==> src/rtl/rf_arb_pkg.sv <==
// rf_arb_pkg: shared types and constants for the register-file access arbiter.
package rf_arb_pkg;

  // Arbiter FSM states.
  typedef enum logic [1:0] {
    ST_IDLE   = 2'd0,
    ST_DBG_WR = 2'd1,
    ST_DBG_RD = 2'd2,
    ST_DUMP   = 2'd3
  } rf_arb_state_e;

  // Width of the debug-write starvation counter (STARVE_LIMIT fits in 1..15).
  localparam int STARVE_CNT_W = 4;

endpackage : rf_arb_pkg

==> src/rtl/rf_dump_seq.sv <==
// rf_dump_seq: register-dump address counter and registered dump beat outputs.
// The counter restarts on start_i, advances while active_i and parks on the last
// register. Each active cycle produces one registered beat; done marks the last beat.
module rf_dump_seq
  import rf_arb_pkg::*;
#(
  parameter int NUM_REGS = 32,
  parameter int ADDR_W   = 5,
  parameter int DATA_W   = 64
) (
  input  logic              clk,
  input  logic              rst,
  input  logic              start_i,
  input  logic              active_i,
  input  logic [DATA_W-1:0] sample_data_i,
  output logic [ADDR_W-1:0] cnt_o,
  output logic              last_o,
  output logic              dump_valid_o,
  output logic [ADDR_W-1:0] dump_addr_o,
  output logic [DATA_W-1:0] dump_data_o,
  output logic              dump_done_o
);

  localparam logic [ADDR_W-1:0] LAST_ADDR = ADDR_W'(NUM_REGS - 1);

  logic [ADDR_W-1:0] cnt_q, cnt_d;
  logic              valid_q, valid_d;
  logic [ADDR_W-1:0] addr_q, addr_d;
  logic [DATA_W-1:0] data_q, data_d;
  logic              done_q, done_d;

  assign cnt_o        = cnt_q;
  assign last_o       = (cnt_q == LAST_ADDR);
  assign dump_valid_o = valid_q;
  assign dump_addr_o  = addr_q;
  assign dump_data_o  = data_q;
  assign dump_done_o  = done_q;

  // Next counter value and next beat: count up without wrapping, emit one beat per active cycle.
  always_comb begin
    cnt_d   = cnt_q;
    valid_d = 1'b0;
    addr_d  = '0;
    data_d  = '0;
    done_d  = 1'b0;
    if (start_i) begin
      cnt_d = '0;
    end else if (active_i && !last_o) begin
      cnt_d = cnt_q + ADDR_W'(1);
    end else begin
      cnt_d = cnt_q;
    end
    if (active_i) begin
      valid_d = 1'b1;
      addr_d  = cnt_q;
      data_d  = sample_data_i;
      done_d  = last_o;
    end else begin
      valid_d = 1'b0;
    end
  end

  // Counter and beat registers with synchronous reset.
  always_ff @(posedge clk) begin
    if (rst) begin
      cnt_q   <= '0;
      valid_q <= 1'b0;
      addr_q  <= '0;
      data_q  <= '0;
      done_q  <= 1'b0;
    end else begin
      cnt_q   <= cnt_d;
      valid_q <= valid_d;
      addr_q  <= addr_d;
      data_q  <= data_d;
      done_q  <= done_d;
    end
  end

endmodule : rf_dump_seq

==> src/rtl/rf_access_arbiter.sv <==
// rf_access_arbiter: shares the register-file write port and an auxiliary read
// port between core writeback and a debug host, with an optional register dump.
// Optional feature macro: RF_ARB_DUMP_EN (compiles in the DUMP state and rf_dump_seq).
module rf_access_arbiter
  import rf_arb_pkg::*;
#(
  parameter int NUM_REGS     = 32,
  parameter int ADDR_W       = 5,
  parameter int DATA_W       = 64,
  parameter int STARVE_LIMIT = 4
) (
  input  logic              clk,
  input  logic              rst,
  input  logic              wb_en,
  input  logic [ADDR_W-1:0] wb_addr,
  input  logic [DATA_W-1:0] wb_data,
  output logic              core_stall,
  input  logic              dbg_req_valid,
  input  logic              dbg_req_write,
  input  logic [ADDR_W-1:0] dbg_req_addr,
  input  logic [DATA_W-1:0] dbg_req_wdata,
  output logic              dbg_req_ready,
  output logic              dbg_rsp_valid,
  output logic [DATA_W-1:0] dbg_rsp_rdata,
  input  logic              dump_start,
  output logic              dump_valid,
  output logic [ADDR_W-1:0] dump_addr,
  output logic [DATA_W-1:0] dump_data,
  output logic              dump_done,
  output logic              rf_we,
  output logic [ADDR_W-1:0] rf_waddr,
  output logic [DATA_W-1:0] rf_wdata,
  output logic [ADDR_W-1:0] rf_raddr,
  input  logic [DATA_W-1:0] rf_rdata
);

  localparam logic [STARVE_CNT_W-1:0] STARVE_LIM = STARVE_CNT_W'(STARVE_LIMIT);

  rf_arb_state_e           state_q, state_d;
  logic [STARVE_CNT_W-1:0] starve_cnt_q, starve_cnt_d;
  logic [ADDR_W-1:0]       addr_q, addr_d;
  logic [DATA_W-1:0]       wdata_q, wdata_d;
  logic                    rsp_valid_q, rsp_valid_d;
  logic [DATA_W-1:0]       rsp_rdata_q, rsp_rdata_d;

  logic                    core_wins_s;
  logic                    dbg_grant_s;
  logic                    req_accept_s;
  logic [ADDR_W-1:0]       sample_addr_s;
  logic [DATA_W-1:0]       fwd_data_s;
  logic [ADDR_W-1:0]       dump_cnt_s;
  logic                    dump_last_s;

  assign dbg_rsp_valid = rsp_valid_q;
  assign dbg_rsp_rdata = rsp_rdata_q;

`ifdef RF_ARB_DUMP_EN
  logic dump_go_s;

  // dump_start only matters in IDLE, where it also beats a simultaneous debug request.
  assign dump_go_s     = (state_q == ST_IDLE) && dump_start && !rst;
  assign dbg_req_ready = (state_q == ST_IDLE) && !dump_start && !rst;

  rf_dump_seq #(
    .NUM_REGS (NUM_REGS),
    .ADDR_W   (ADDR_W),
    .DATA_W   (DATA_W)
  ) u_dump_seq (
    .clk           (clk),
    .rst           (rst),
    .start_i       (dump_go_s),
    .active_i      (state_q == ST_DUMP),
    .sample_data_i (fwd_data_s),
    .cnt_o         (dump_cnt_s),
    .last_o        (dump_last_s),
    .dump_valid_o  (dump_valid),
    .dump_addr_o   (dump_addr),
    .dump_data_o   (dump_data),
    .dump_done_o   (dump_done)
  );
`else
  logic dump_start_unused_s;

  assign dump_start_unused_s = dump_start;
  assign dbg_req_ready       = (state_q == ST_IDLE) && !rst;
  assign dump_cnt_s          = '0;
  assign dump_last_s         = 1'b1;
  assign dump_valid          = 1'b0;
  assign dump_addr           = '0;
  assign dump_data           = '0;
  assign dump_done           = 1'b0;
`endif

  assign req_accept_s = dbg_req_valid && dbg_req_ready;

  // Write-port arbitration, stall, and aux read address with same-cycle writeback forwarding.
  always_comb begin
    core_wins_s = wb_en && (starve_cnt_q < STARVE_LIM);
    dbg_grant_s = (state_q == ST_DBG_WR) && !core_wins_s && !rst;
    core_stall  = (state_q == ST_DBG_WR) && wb_en && (starve_cnt_q == STARVE_LIM) && !rst;
    if (dbg_grant_s) begin
      rf_we    = 1'b1;
      rf_waddr = addr_q;
      rf_wdata = wdata_q;
    end else begin
      rf_we    = wb_en;
      rf_waddr = wb_addr;
      rf_wdata = wb_data;
    end
    if (state_q == ST_DUMP) begin
      sample_addr_s = dump_cnt_s;
    end else begin
      sample_addr_s = addr_q;
    end
    rf_raddr = sample_addr_s;
    if (wb_en && (wb_addr == sample_addr_s)) begin
      fwd_data_s = wb_data;
    end else begin
      fwd_data_s = rf_rdata;
    end
  end

  // FSM next state, request latching, starvation counting and response generation.
  always_comb begin
    state_d      = state_q;
    starve_cnt_d = starve_cnt_q;
    addr_d       = addr_q;
    wdata_d      = wdata_q;
    rsp_valid_d  = 1'b0;
    rsp_rdata_d  = '0;
    case (state_q)
      ST_IDLE: begin
        if (req_accept_s) begin
          addr_d       = dbg_req_addr;
          wdata_d      = dbg_req_write ? dbg_req_wdata : '0;
          starve_cnt_d = '0;
          state_d      = dbg_req_write ? ST_DBG_WR : ST_DBG_RD;
        end
`ifdef RF_ARB_DUMP_EN
        else if (dump_go_s) begin
          state_d = ST_DUMP;
        end
`endif
        else begin
          state_d = ST_IDLE;
        end
      end
      ST_DBG_WR: begin
        if (core_wins_s) begin
          starve_cnt_d = starve_cnt_q + STARVE_CNT_W'(1);
          state_d      = ST_DBG_WR;
        end else begin
          starve_cnt_d = '0;
          rsp_valid_d  = 1'b1;
          state_d      = ST_IDLE;
        end
      end
      ST_DBG_RD: begin
        rsp_valid_d = 1'b1;
        rsp_rdata_d = fwd_data_s;
        state_d     = ST_IDLE;
      end
      ST_DUMP: begin
        if (dump_last_s) begin
          state_d = ST_IDLE;
        end else begin
          state_d = ST_DUMP;
        end
      end
      default: begin
        state_d = ST_IDLE;
      end
    endcase
  end

  // State and response registers; reset drops any pending request silently.
  always_ff @(posedge clk) begin
    if (rst) begin
      state_q      <= ST_IDLE;
      starve_cnt_q <= '0;
      addr_q       <= '0;
      wdata_q      <= '0;
      rsp_valid_q  <= 1'b0;
      rsp_rdata_q  <= '0;
    end else begin
      state_q      <= state_d;
      starve_cnt_q <= starve_cnt_d;
      addr_q       <= addr_d;
      wdata_q      <= wdata_d;
      rsp_valid_q  <= rsp_valid_d;
      rsp_rdata_q  <= rsp_rdata_d;
    end
  end

endmodule : rf_access_arbiter
==> config.mk <==
export PLATFORM = sky130hd
export DESIGN_NAME = rf_access_arbiter
export DESIGN_NICKNAME = d
export VERILOG_FILES = /design/src/rtl/rf_arb_pkg.sv /design/src/rtl/rf_dump_seq.sv /design/src/rtl/rf_access_arbiter.sv
export SDC_FILE = /design/constraint.sdc
export NUM_CORES = 1
export LEC_CHECK = 0
export ABC_AREA = 1
export BUFFER_PORTS_ARGS = -buffer_cell sky130_fd_sc_hd__buf_2
export CAP_MARGIN = 0
export CORE_AREA = 2 2 165 167
export DETAILED_ROUTE_END_ITERATION = 8
export DIE_AREA = 0 0 167 169
export HOLD_SLACK_MARGIN = 0.15
export PLACE_DENSITY = 0.58
export SLEW_MARGIN = 5
export SYNTH_ARGS = -nofsm -noshare
export SYNTH_HDL_FRONTEND = slang
export SYNTH_HIERARCHICAL = 1
export SYNTH_SLANG_ARGS = --single-unit
==> constraint.sdc <==
create_clock -name clk -period 2 [get_ports clk]
set_clock_uncertainty 0.15 [all_clocks]
set_input_delay 0.2 -clock clk [delete_from_list [all_inputs] [get_ports clk]]
set_output_delay 0.2 -clock clk [all_outputs]
set_load 0.01 [all_outputs]
**After elaboration in Yosys (flattened, before gate mapping)**

Index checks and enable logic that the tools add are counted.

- Bits of input ports: 208
- Memory bits (read-only): 0
- Logic and storage cells: 47
- Latch bits: 0
- Output and inout bits: 213
- Memories: 0
- Register bits after elaboration: 140
- Bits in writable memories: 0

- Eq/ne operators: 6
- Bitwise gates (word level): 1
- $mul: 0
- Magnitude comparators: 1
- Shifts and indexed selects: 0
- Multiplexer cells: 15
- Div/mod/pow operators: 0
- $add $sub $neg: 1
- Reduce and logical (&&, ||, !) cells: 17

Operators with widths:

| kind | count |
|---|---|
| 64-bit 2-to-1 mux | 3 |
| 5-bit 2-to-1 mux | 2 |
| 1-bit logical AND | 9 |
| 4-bit 2-to-1 mux | 2 |
| 4-bit case mux with 2 select lines | 1 |
| 2-bit case mux with 3 select lines | 1 |
| 5-bit equality test | 1 |
| 4-bit by 1-bit adder with 4-bit output (second input constant) | 1 |
| 2-bit equality test (second input constant) | 2 |
| 4-bit by 3-bit equality test with 1-bit output (second input constant) | 1 |
| 4-bit by 3-bit less-than comparator with 1-bit output (second input constant) | 1 |
| 2-bit 2-to-1 mux | 2 |
| 2-bit AND reduction | 2 |
| 2-bit OR reduction | 2 |
| 1-bit 2-to-1 mux | 3 |
| 2-bit by 1-bit equality test with 1-bit output (second input constant) | 1 |
| 1-bit logical NOT | 2 |
| 2-bit logical NOT | 1 |
| 2-bit inequality test (second input constant) | 1 |
| 1-bit case mux with 2 select lines | 1 |
| 2-bit nonzero test | 1 |
| 1-bit NOT | 1 |

**Logic depth before layout (Yosys ltp)**

Gate-level depths: netlist of the first run.

- Word-level depth: 6
- Depth in mapped cells: 12
- Depth with buffers taken out: 10

**Worst setup path before layout of the first run**

Ideal clock, no wire load.

- Path kind: reg-to-reg
- Start: register state_q[0]
- End: register rsp_rdata_q[52], in the netlist dbg_rsp_rdata[52]
- Period minus slack after synthesis: 1.871 ns
- Required time: 1.737 ns
- Setup time: 0.113 ns
- Path slack: 0.129 ns
- Arrival time: 1.608 ns
- Path buffers: 2
- Stages on the path, launching flop included: 10
- Cells stage by stage: dfxtp_1 -> ha_1 -> nor2_1 -> nor2_1 -> nor2_4 -> nand3_2 -> buf_2 -> buf_2 -> nor2_1 -> nor2_1

- Word-level cells in the longest chain between the ends: 5
- Elaborated cells between the ends (all ways): 8
- Classes of those cells: 3 x eq/ne; 2 x mux; 1 x bitwise; 2 x reduce/logical

RTL lines:

| item | line | RTL |
|---|---|---|
| from (decl) | rf_access_arbiter.sv:39 | `rf_arb_state_e state_q, state_d;` |
| from (signal assigned) | rf_access_arbiter.sv:186 | `state_q <= state_d;` |
| 2-bit equality test | rf_access_arbiter.sv:110 | `if (state_q == ST_DUMP) begin` |
| 5-bit 2-to-1 mux | rf_access_arbiter.sv:110 |  |
| named net rf_raddr[2] | rf_access_arbiter.sv:33 | `output logic [ADDR_W-1:0] rf_raddr,` |
| 5-bit equality test | rf_access_arbiter.sv:116 | `if (wb_en && (wb_addr == sample_addr_s)) begin` |
| 1-bit logical AND | rf_access_arbiter.sv:116 |  |
| 64-bit 2-to-1 mux | rf_access_arbiter.sv:116 |  |
| to (signal assigned) | rf_access_arbiter.sv:191 | `rsp_rdata_q <= rsp_rdata_d;` |
| to (decl) | rf_access_arbiter.sv:44 | `logic [DATA_W-1:0] rsp_rdata_q, rsp_rdata_d;` |

The timed path passes the listed nets, and every way through them passes these cells.
A chain may end at the register's enable or synchronous reset.

**Worst setup path after layout of the first run**

- Start: register state_q[1]
- End: output port rf_wdata[51]

- Word-level cells in the longest chain between the ends: 4

RTL lines:

| item | line | RTL |
|---|---|---|
| 2-bit by 1-bit equality test with 1-bit output | rf_access_arbiter.sv:99 | `dbg_grant_s = (state_q == ST_DBG_WR) && !core_wins_s && !rst;` |
| 1-bit logical AND (2 in a row) | rf_access_arbiter.sv:99 |  |
| 64-bit 2-to-1 mux | rf_access_arbiter.sv:101 | `if (dbg_grant_s) begin` |
| to (decl) | rf_access_arbiter.sv:32 | `output logic [DATA_W-1:0] rf_wdata,` |

Every way passes these cells.

==> impl_metrics.csv, run 1 <==
group,metric,value,unit
floorplanning,initial_core_util,26.23,%
setup_path,crit_path_max_fanout,6,
floorplanning,core_area,26500,um^2
setup_path,crit_required,1.65,ns
timing,finalCritPeriodShare,112.1,%
finish,final_util,50.26,%
yosys,yosys_warnings,6,
timing,period_needed,2.242,ns
power,leakage,6.822,nW
route,post_drt_wl_per_cell,18.13,um
timing,finalMaxSlewViolations,0,
power,p_total,7.952,mW
cts,cts_root_buffer,"clkbuf_16",
outcome,violations,"negative setup slack",
grt,grt_overflow,0,
setup_path,cp_data_arrival_time,1.89,ns
floorplanning,num_rows,60,
finish,drive_gt1_share,38.28,%
yosys,syn_area,6950,um^2
placed_design,routabilityCongestion,0.7777,
timing,maxSlewHeadroom,55.40,%
cts,numCtsBuffers,17,
timing,finalHoldViolCount,0,
finish,instances_no_fill,1920,
placed_design,io_buffers,348,
cts,worstSkewPairLatency,0.41,ns
setup_path,start_kind,"register",
route,ant_nets,0,
route,drc_errors,0,
grt,grt_pass1_wl,42790,um
route,wirelength,34820,um
yosys,synth.yosys.seq_area_share,40.32,%
route,drt_first_iter_violations,535,
placed_design,place_inst,1630,
route,num_vias,8478,
setup_path,regToRegSetupSlack,-0.10,ns
timing,rsz0062_at_grt,"true",
yosys,synth_edf_count,0,
grt,grt_pass1_vias,7968,
timing,setup_ws,-0.2417,ns
power,power_density,597.1,nW/um^2
yosys,yosysMostFrequentCell,"nand2_1",
timing,setup-tns-final,-14.25,ns
yosys,synth_seq_cells,140,
yosys,synth_ff_type,"dfxtp_1",
floorplanning,die-area,28220,um^2
grt,antenna_found_initial,2,
yosys,yosys-top-cells-count,"283 x nand2_1, 140 x dfxtp_1, 135 x nor2_1",
route,drtPass1Iterations,5,
yosys,syn_avg_cell_area,7.165,um^2
setup_path,cp_top_family,"buffers and inverters",
outcome,outcome,"finished with violations",
setup_path,critPathBufInv,4,
yosys,syn-instance-count,970,
cts,tritoncts,"yes",
timing,max_freq,446.1,MHz
route,via_per_inst,4.416,
cts,numClockSinks,140,
finish,area.growth.synth_to_final,91.63,%
cts,clockBufferDepth,2,
floorplanning,dieWidth,167,um
grt,grt_max_degree,74,
setup_path,critPathSlowestCell,"dfxtp_2",
setup_path,critPathKind,"register to output pin",
cts,clk_pin_slew,0.06,ns
hold_path,hp-class,"input pin to register",
yosys,synth_top_area_cell,"dfxtp_1",
yosys,yosys.cell_types.count,23,
yosys,synthArstFlopShare,0,%
floorplanning,die-height,169,um
setup_path,crit_path_end_kind,"output pin",
finish,nNetsFinal,1780,
grt,grtUsageTotal,19.36,%
timing,tightest_slew,0.6690,ns
power,ir_drop,459.6,uV
yosys,synth_top_area_share,40.32,%
timing,report.final.setup_viol,146,
cts,cts_max_level,4,
job,max_cap_viol_count,0,
yosys,yosys-top-cells-area,"dfxtp_1 40%, nand2_1 15%, buf_4 8.2%, nor2_1 7.3%, a21oi_1 6.0%",
placed_design,dp_hpwl,17210,um
setup_path,crit_chain,"inv_2, ha_4, nand3_4, buf_12, clkbuf_16, mux2_4, buf_6",
setup_path,max_stage_delay,0.32,ns
floorplanning,io_pins,421,
layout make-up:
class / instances / area (um^2)
fillers: 2372 / 13180
repair buffers: 627 / 5331
multi-input cells: 672 / 3739
flip-flops and latches: 140 / 2806
clock buffers: 20 / 446.7
well taps: 341 / 426.7
inverters: 106 / 397.9
clock inverters: 12 / 161.4
repair inverters: 1 / 7.507
diodes: 1 / 2.502
metrics by stage:
| step | cell area (um^2) | worst slack, ns | hold slack [ns] |
|---|---|---|---|
| global route | 13320 | -0.3053 | 0.1780 |
| global placement | 8930 | 0.05325 | 0.2436 |
| CTS | 12380 | -0.2655 | 0.1811 |
| detailed placement | 8930 | 0.05841 | 0.2509 |
| finish | 13320 | -0.2417 | 0.1901 |
| floorplan | 7213 | 0.1294 | 0.1285 |
per-layer routing:
| layer | part of all wire, % | wire length, um | GRT usage, % | vias to the layer above |
|---|---|---|---|---|
| met5 | 0.037 | 13 | 0 | - |
| met4 | 2.3 | 784 | 7.309 | 2 |
| li1 | - | - | - | 4017 |
| met1 | 39 | 13730 | 21.91 | 4024 |
| met2 | 52 | 18260 | 35.44 | 379 |
| met3 | 5.8 | 2031 | 4.349 | 56 |
placed cells by master (no fill, tap or decap), types with 12 or more instances in the layout:
master	count
a21oi_1	50
a21oi_2	33
buf_12	26
buf_2	302
buf_4	21
buf_6	53
clkbuf_16	32
conb_1	71
dfxtp_1	137
dlygate4sd3_1	204
inv_1	101
mux2_4	43
nand2_1	254
nand2_2	27
nor2_1	122
nor2_4	12
what timing repair did:
action,in CTS,in global routing
endpoints found under the setup margin,71,210
gates resized for setup,116,124
pin swaps,6,21
hold buffers,204,0
hold endpoints to repair,138,0
buffers inserted,16,19
gates cloned,5,23
power breakdown:
part	internal (mW)	total (mW)	leakage, nW	switching (mW)
sequential	2.86	2.90	1.14	0.0395
combinational	0.887	1.66	5.40	0.777
clock	2.01	3.39	0.288	1.38
tightest hold or removal path: cells and delay by family:
| family | cells | cell delay (ns) |
|---|---|---|
| AOI/OAI and AO/OA | 2 | 0.10 |
| buffers and inverters | 3 | 0.41 |
state kept, by name (all words and copies together), names as in the netlist:
name	cells
addr_q	5
state_q	2
wdata_q	64
starve_cnt_q	4
dbg_rsp_rdata	64
dbg_rsp_valid	1
worst paths after layout:
path,startpoint,end,cells after the start
setup / recovery,state_q[1],rf_wdata[51],7
hold / removal,rst,addr_q[4],5
setup reg to reg,state_q[1],wdata_q[13],12
hold reg to reg,wdata_q[5],wdata_q[5],2
kinds of logic (layout without fill, tap and decap cells):
kind of cell	count (synthesis)	in the layout	share of synthesized area [%]
and+or+nand+nor	444	444	25.13
buffers and inverters	228	766	17.48
DFF	140	140	40.32
AOI/OAI and AO/OA	95	95	6.841
muxes	55	55	8.911
adders and majority gates	7	7	1.260
other	1	72	0.05395
Note: power is estimated with default switching activity, not from simulation.
==> run 2: changes to the inputs <==
Settings changed: CELL_PAD_IN_SITES_DETAIL_PLACEMENT set to 1, CELL_PAD_IN_SITES_GLOBAL_PLACEMENT set to 1, CORE_AREA 2 2 165 167 to 2 2 163 165, DIE_AREA 0 0 167 169 to 0 0 165 167, PLACE_DENSITY 0.58 to 0.79.
Clock period 2 ns to 2.4 ns, I/O delays scaled along.
==> run 2 against run 1 <==
  * Sequential power down 17%
  * Worst setup slack gained 0.30 ns
  * Global-route usage increased by 5.9 points
  * The run now ends clean
  * Non-clock buffer count decreased by 41
  * Die area fell by 2.4%
  * Final area decreased by 11%
  * Final cell count decreased by 2.3%
  * Critical path depth up 3
  * Sequential share of layout area rose by 2.6 points
==> impl_metrics.csv, run 2 (synthesis results as in run 1) <==
group,metric,value,unit
placed_design,routabilityCongestion,0.7541,
finish,final_cell_mix,"346 x buf_2, 281 x nand2_1, 205 x dlygate4sd3_1, 138 x dfxtp_1, 132 x nor2_1",
finish,num-fill-cells,3218,
route,ant_nets,0,
finish,drive_gt1_share,29.95,%
hold_path,hp-class,"input pin to register",
grt,met1_usage,24.88,%
placed_design,place_inst,1615,
cts,cts_max_level,4,
route,drt_first_iter_violations,384,
cts,tritoncts,"yes",
setup_path,crit_path_max_fanout,37,
route,drc_errors,0,
power,p_comb_share,17.9,%
timing,period_needed,2.342,ns
floorplanning,die-area,27560,um^2
grt,grt_pass1_wl,52940,um
setup_path,start_kind,"register",
hold_path,whs_endpoint,"state_q[0]",
finish,nNetsFinal,1738,
setup_path,crit_chain,"inv_2, buf_4, ha_1, inv_1, nor2_4, nand2_4, buf_16, nand2_1, a21oi_1, dlygate4sd3_1",
floorplanning,io_pins,421,
cts,worstSkewPairLatency,0.42,ns
setup_path,cp_data_arrival_time,2.55,ns
setup_path,critPathSlowestCell,"dlygate4sd3_1",
floorplanning,dieWidth,165,um
setup_path,max_stage_delay,0.57,ns
timing,report.final.setup_viol,0,
finish,final_util,46.06,%
placed_design,dp_hpwl,18450,um
finish,regArea,2805,um^2
timing,rsz0062_at_grt,"true",
setup_path,critPathBufInv,5,
placed_design,io_buffers,348,
power,p_int,4.702,mW
finish,layout_commonest_cell,"buf_2",
setup_path,crit_required,2.61,ns
setup_path,r2r_cells,10,
route,num_vias,8709,
setup_path,regToRegStartpoint,"state_q[1]",
timing,finalHoldViolCount,0,
power,leakage,6.150,nW
grt,met2_usage,47.32,%
hold_path,whs_path_depth,5,
route,post_drt_wl_per_cell,19.79,um
route,via_per_inst,4.645,
grt,antenna_found_initial,4,
setup_path,crit_start,"state_q[1]",
setup_path,regToRegSetupSlack,0.06,ns
route,drtPass1Iterations,4,
cts,clockBufferDepth,2,
cts,numCtsBuffers,17,
setup_path,critPathKind,"register to register",
finish,instances_no_fill,1875,
cts,numClockSinks,140,
power,power_density,546.7,nW/um^2
setup_path,crit_path_end_kind,"register",
grt,grt_overflow,0,
grt,gr-usage-met3,5.928,%
floorplanning,initial_core_util,26.98,%
power,seqPwrFrac,37.2,%
setup_path,cp_top_family,"buffers and inverters",
timing,tightest_slew,0.5280,ns
grt,grtUsageTotal,25.23,%
grt,grt_pass1_vias,9662,
timing,max_freq,427.0,MHz
floorplanning,core_area,25760,um^2
outcome,outcome,"finished clean",
cts,clk_pin_slew,0.07,ns
timing,finalCritPeriodShare,97.57,%
grt,grt.busiest_layer,"met2",
setup_path,timing.rr.end,"wdata_q[24]",
hold_path,worstHoldStart,"wb_en",
grt,grt_max_degree,75,
timing,maxSlewHeadroom,64.43,%
power,power.switching,1.785,mW
timing,finalMaxSlewViolations,0,
finish,multi_input_area,3287,um^2
power,pwr-share-clk,45.0,%
floorplanning,num_rows,59,
floorplanning,die-height,167,um
finish,area.growth.synth_to_final,70.73,%
route,wirelength,37100,um
power,power.share.switching,27.52,%
cts,cts_root_buffer,"clkbuf_16",
job,max_cap_viol_count,0,
power,ir_drop,358.9,uV
==> run 2: changes by cell type in the layout (fill, tap and decap cells not counted), sizes merged <==
cell         before  now
buf             408  376
bufinv            3    4
clkbuf           35   25
clkinv            3    1
clkinvlp          4    3
diode             1    4
dlygate4sd3     204  205
inv             109  110
==> run 2: what timing repair did <==
item	4_1_cts	5_1_grt
pin swaps	2	3
setup buffers	6	4
hold buffers	205	0
gates cloned	5	5
gates resized for setup	11	15
endpoints found under the setup margin	39	42
endpoints found under the hold margin	135	0
==> run 2: layer usage <==
| layer | vias up | wire, um |
|---|---|---|
| li1 | 3950 | - |
| met1 | 4202 | 13390 |
| met2 | 412 | 19500 |
| met3 | 145 | 2152 |
| met4 | 0 | 2055 |
| met5 | - | 0 |
==> run 2: power groups by stage <==
| stage | logic, mW | clock network, mW | registers (mW) |
|---|---|---|---|
| finish | 1.16 | 2.92 | 2.41 |
| global route | 1.25 | 3.07 | 2.42 |
| detailed placement | 0.777 | 0 | 2.46 |
| CTS | 1.06 | 2.97 | 2.41 |
| floorplan | 0.473 | 0 | 2.46 |
| global placement | 0.758 | 0 | 2.46 |
==> run 2: worst reg2reg max path, delay by kind of cell (launching register included) <==
| family | cells | cell delay (ns) |
|---|---|---|
| fa+ha+maj | 1 | 0.19 |
| compound gates | 1 | 0.16 |
| flops | 1 | 0.35 |
| simple gates | 3 | 0.33 |
| buf+inv | 5 | 1.10 |
==> run 2: worst max path at each step <==
stage,to,slack (ns),depth (start not counted)
floorplan,rf_wdata[12],0.52,6
global placement,rf_wdata[26],0.34,6
detailed placement,rf_wdata[35],0.31,6
CTS,rf_wdata[17],0.009,7
global route,wdata_q[24],-0.02,10
finish,wdata_q[24],0.06,10
==> run 2: stage by stage <==
stage / setup TNS, ns / total power [mW] / worst slack [ns] / hold slack [ns] / area, um^2
2_1_floorplan: 0 / 2.935 / 0.5186 / 0.1685 / 7213
3_3_place_gp: 0 / 3.217 / 0.3409 / 0.2909 / 8762
3_5_place_dp: 0 / 3.238 / 0.3132 / 0.2923 / 8762
4_1_cts: 0 / 6.441 / 0.008511 / 0.1815 / 11690
5_1_grt: -0.01892 / 6.738 / -0.01892 / 0.2011 / 11870
6_report: 0 / 6.488 / 0.05823 / 0.2003 / 11870
==> run 2: layout make-up <==
cell class,count,area share [%]
tap,335,3.532
antenna,4,0.08435
clock inverter,12,1.571
timing repair buffer,586,36.44
clock buffer,20,3.680
multi-input combinational,672,27.70
inverter,106,3.353
sequential,140,23.64
==> run 3: changes to the inputs <==
Settings changed: ABC_AREA 1 to not set, CORE_AREA 2 2 163 165 to 2 2 165 167, DIE_AREA 0 0 165 167 to 0 0 167 169, GPL_ROUTABILITY_DRIVEN set to 0, PLACE_DENSITY 0.79 to 0.75.
==> run 3 against run 2 <==
  * The run now ends with negative setup slack left
  * Sequential power is essentially flat
  * Synthesized cell count fell by 16%
  * Sequential share of layout area is 1.2 points lower
  * Clock power down 6%
  * Count of clock-buffer cells in the layout decreased by 2
  * Largest cell class unchanged
  * Largest power group unchanged
==> impl_metrics.csv, run 3 <==
group,metric,value,unit
floorplanning,initial_core_util,26.33,%
route,via_per_inst,4.994,
grt,gr-usage-met3,5.214,%
timing,rsz0062_at_grt,"true",
placed_design,io_buffers,348,
job,max_cap_viol_count,0,
setup_path,timing.rr.end,"dbg_rsp_rdata[42]",
route,ant_nets,0,
cts,numCtsBuffers,17,
floorplanning,io_pins,421,
yosys,synth.yosys.seq_area_share,40.16,%
timing,setup_ws,-0.04480,ns
route,drtPass1Iterations,5,
grt,grt_pass1_wl,53040,um
timing,max_freq,409.0,MHz
placed_design,placed_cell_area,8872,um^2
finish,final_util,47.15,%
grt,met1_usage,26.98,%
yosys,yosys-top-cells-count,"140 x dfxtp_1, 130 x nand3_1, 75 x buf_4",
timing,report.final.setup_viol,29,
placed_design,dp_hpwl,18860,um
cts,clockBufferDepth,2,
grt,grt_overflow,0,
power,p_total,6.601,mW
cts,tritoncts,"yes",
finish,instances_no_fill,1717,
floorplanning,die-area,28220,um^2
yosys,syn-instance-count,814,
yosys,yosys-top-cells-area,"dfxtp_1 40%, mux2_2 9.7%, nand3_1 9.3%, buf_4 8.1%, a21boi_1 6.9%",
setup_path,crit_path_end,"rf_wdata[12]",
grt,met2_usage,42.98,%
finish,num-fill-cells,3072,
grt,antenna_found_initial,10,
setup_path,start_kind,"register",
finish,nNetsFinal,1569,
setup_path,crit_path_max_fanout,8,
setup_path,r2r_cells,8,
route,post_drt_wl_per_cell,22.11,um
route,num_vias,8574,
hold_path,hp-class,"input pin to register",
setup_path,crit_path_end_kind,"output pin",
power,leakage,5.485,nW
cts,numClockSinks,140,
cts,cts_root_buffer,"clkbuf_16",
yosys,synth_ff_type,"dfxtp_1",
timing,maxSlewHeadroom,65.87,%
outcome,violations,"negative setup slack",
finish,layout_commonest_cell,"buf_2",
finish,final_cell_mix,"291 x buf_2, 197 x dlygate4sd3_1, 138 x dfxtp_1, 130 x nand3_1",
floorplanning,die-height,169,um
floorplanning,dieWidth,167,um
power,power_density,528.3,nW/um^2
setup_path,regToRegStartpoint,"state_q[1]",
timing,finalCritPeriodShare,101.9,%
timing,finalHoldViolCount,0,
placed_design,place_inst,1456,
route,drc_errors,0,
yosys,synth_edf_count,0,
grt,grt.busiest_layer,"met2",
route,wirelength,37960,um
finish,post-route-cell-area,12490,um^2
setup_path,critPathKind,"register to output pin",
yosys,syn_avg_cell_area,8.572,um^2
cts,cts_max_level,4,
yosys,syn_area,6978,um^2
yosys,synth_top_area_cell,"dfxtp_1",
timing,period_needed,2.445,ns
grt,grt_max_degree,67,
floorplanning,core_area,26500,um^2
finish,area.growth.synth_to_final,79.06,%
route,drt_first_iter_violations,554,
power,ir_drop,499.4,uV
yosys,yosysMostFrequentCell,"dfxtp_1",
finish,drive_gt1_share,37.63,%
setup_path,crit_required,2.01,ns
grt,grt_pass1_vias,9198,
yosys,yosys_warnings,6,
grt,grtUsageTotal,24.04,%
setup_path,regToRegSetupSlack,0.06,ns
cts,worstSkewPairLatency,0.41,ns
timing,finalMaxSlewViolations,0,
yosys,synth_top_area_share,40.16,%
cts,clk_pin_slew,0.07,ns
yosys,synth_seq_cells,140,
yosys,yosys.cell_types.count,36,
yosys,synthArstFlopShare,0,%
floorplanning,num_rows,60,
timing,tightest_slew,0.5119,ns
outcome,outcome,"finished with violations",
setup_path,crit_start,"state_q[1]",
setup_path,cp_data_arrival_time,2.05,ns
-- run 3: cell count changes after synthesis, moves of 20 or more --
cell and change:
inv_1 -95, nand2_1 -211, mux2_2 +35, nor2_1 -122, mux2_1 -20, nand3_1 +126, o21ai_1 +68, a21boi_1 +64
-- run 3: routing by layer --
| layer | wire [um] | vias to the layer above | share of wire (%) |
|---|---|---|---|
| li1 | - | 3788 | - |
| met1 | 14740 | 4240 | 39 |
| met2 | 19480 | 446 | 51 |
| met3 | 2163 | 98 | 5.7 |
| met4 | 1559 | 2 | 4.1 |
| met5 | 14 | - | 0.037 |
-- run 3: worst min-delay path by stage --
stage / startpoint / endpoint / slack (ns) / depth (start not counted)
after floorplan: dbg_req_addr[2] / addr_q[2] / 0.20 / 2
after global placement: wdata_q[2] / wdata_q[2] / 0.28 / 2
after detailed placement: dbg_req_addr[3] / addr_q[3] / 0.29 / 3
after CTS: dbg_req_write / wdata_q[29] / 0.20 / 4
after global routing: dbg_req_write / wdata_q[35] / 0.23 / 4
final: dbg_req_write / wdata_q[22] / 0.20 / 4
-- run 3: logic make-up (layout without fill, tap and decap cells) --
family                     Yosys count  in the layout  share of synthesized area, %
AOI/OAI and AO/OA                  209            209                         17.93
xor gates and xnor gates             1              1                        0.1255
muxes                               71             71                         11.44
buffers and inverters              150            632                         13.07
other                                1             81                       0.05374
DFF                                140            140                         40.16
adders and majority gates            7              7                         1.255
and+or+nand+nor                    235            235                         15.96
-- run 3: cell type report --
| cell class | instances | area [um^2] | area share [%] |
|---|---|---|---|
| clock buffers | 18 | 439.2 | 3.515 |
| inverters | 8 | 30.03 | 0.2403 |
| flip-flops and latches | 140 | 2808 | 22.47 |
| multi-input cells | 594 | 3849 | 30.80 |
| well taps | 341 | 426.7 | 3.415 |
| repair buffers | 593 | 4762 | 38.11 |
| clock inverters | 13 | 155.1 | 1.242 |
| diodes | 10 | 25.02 | 0.2003 |
-- run 3: repair_timing --
| item | in CTS | in global routing |
|---|---|---|
| hold buffers | 197 | 0 |
| resized for setup | 107 | 43 |
| endpoints found under the setup margin | 69 | 101 |
| cloned | 7 | 3 |
| hold endpoints to repair | 133 | 0 |
| pin swaps | 1 | 3 |
| setup buffers | 8 | 5 |
-- run 3: where the power goes --
part | total [mW] | switching [mW] | internal, mW
Combinational | 1.43 | 0.715 | 0.715
Sequential | 2.42 | 0.0378 | 2.38
Clock | 2.75 | 1.17 | 1.58
-- run 3: metrics by stage --
stage | TNS (ns) | setup slack [ns] | hold slack (ns)
finish | -0.4928 | -0.04480 | 0.2037
global route | -4.866 | -0.1272 | 0.2288
CTS | -0.9049 | -0.05588 | 0.2026
detailed placement | 0 | 0.1538 | 0.2878
global placement | 0 | 0.2320 | 0.2849
floorplan | 0 | 0.2567 | 0.1985
-- run 3: worst max-delay path, stage by stage (launching register included) --
cell      delay (ns)
dfxtp_2         0.33
inv_2           0.08
ha_4            0.15
nand2b_4        0.07
nor2_4          0.10
buf_6           0.11
buf_12          0.16
buf_16          0.17
mux2_4          0.33
buf_6           0.13
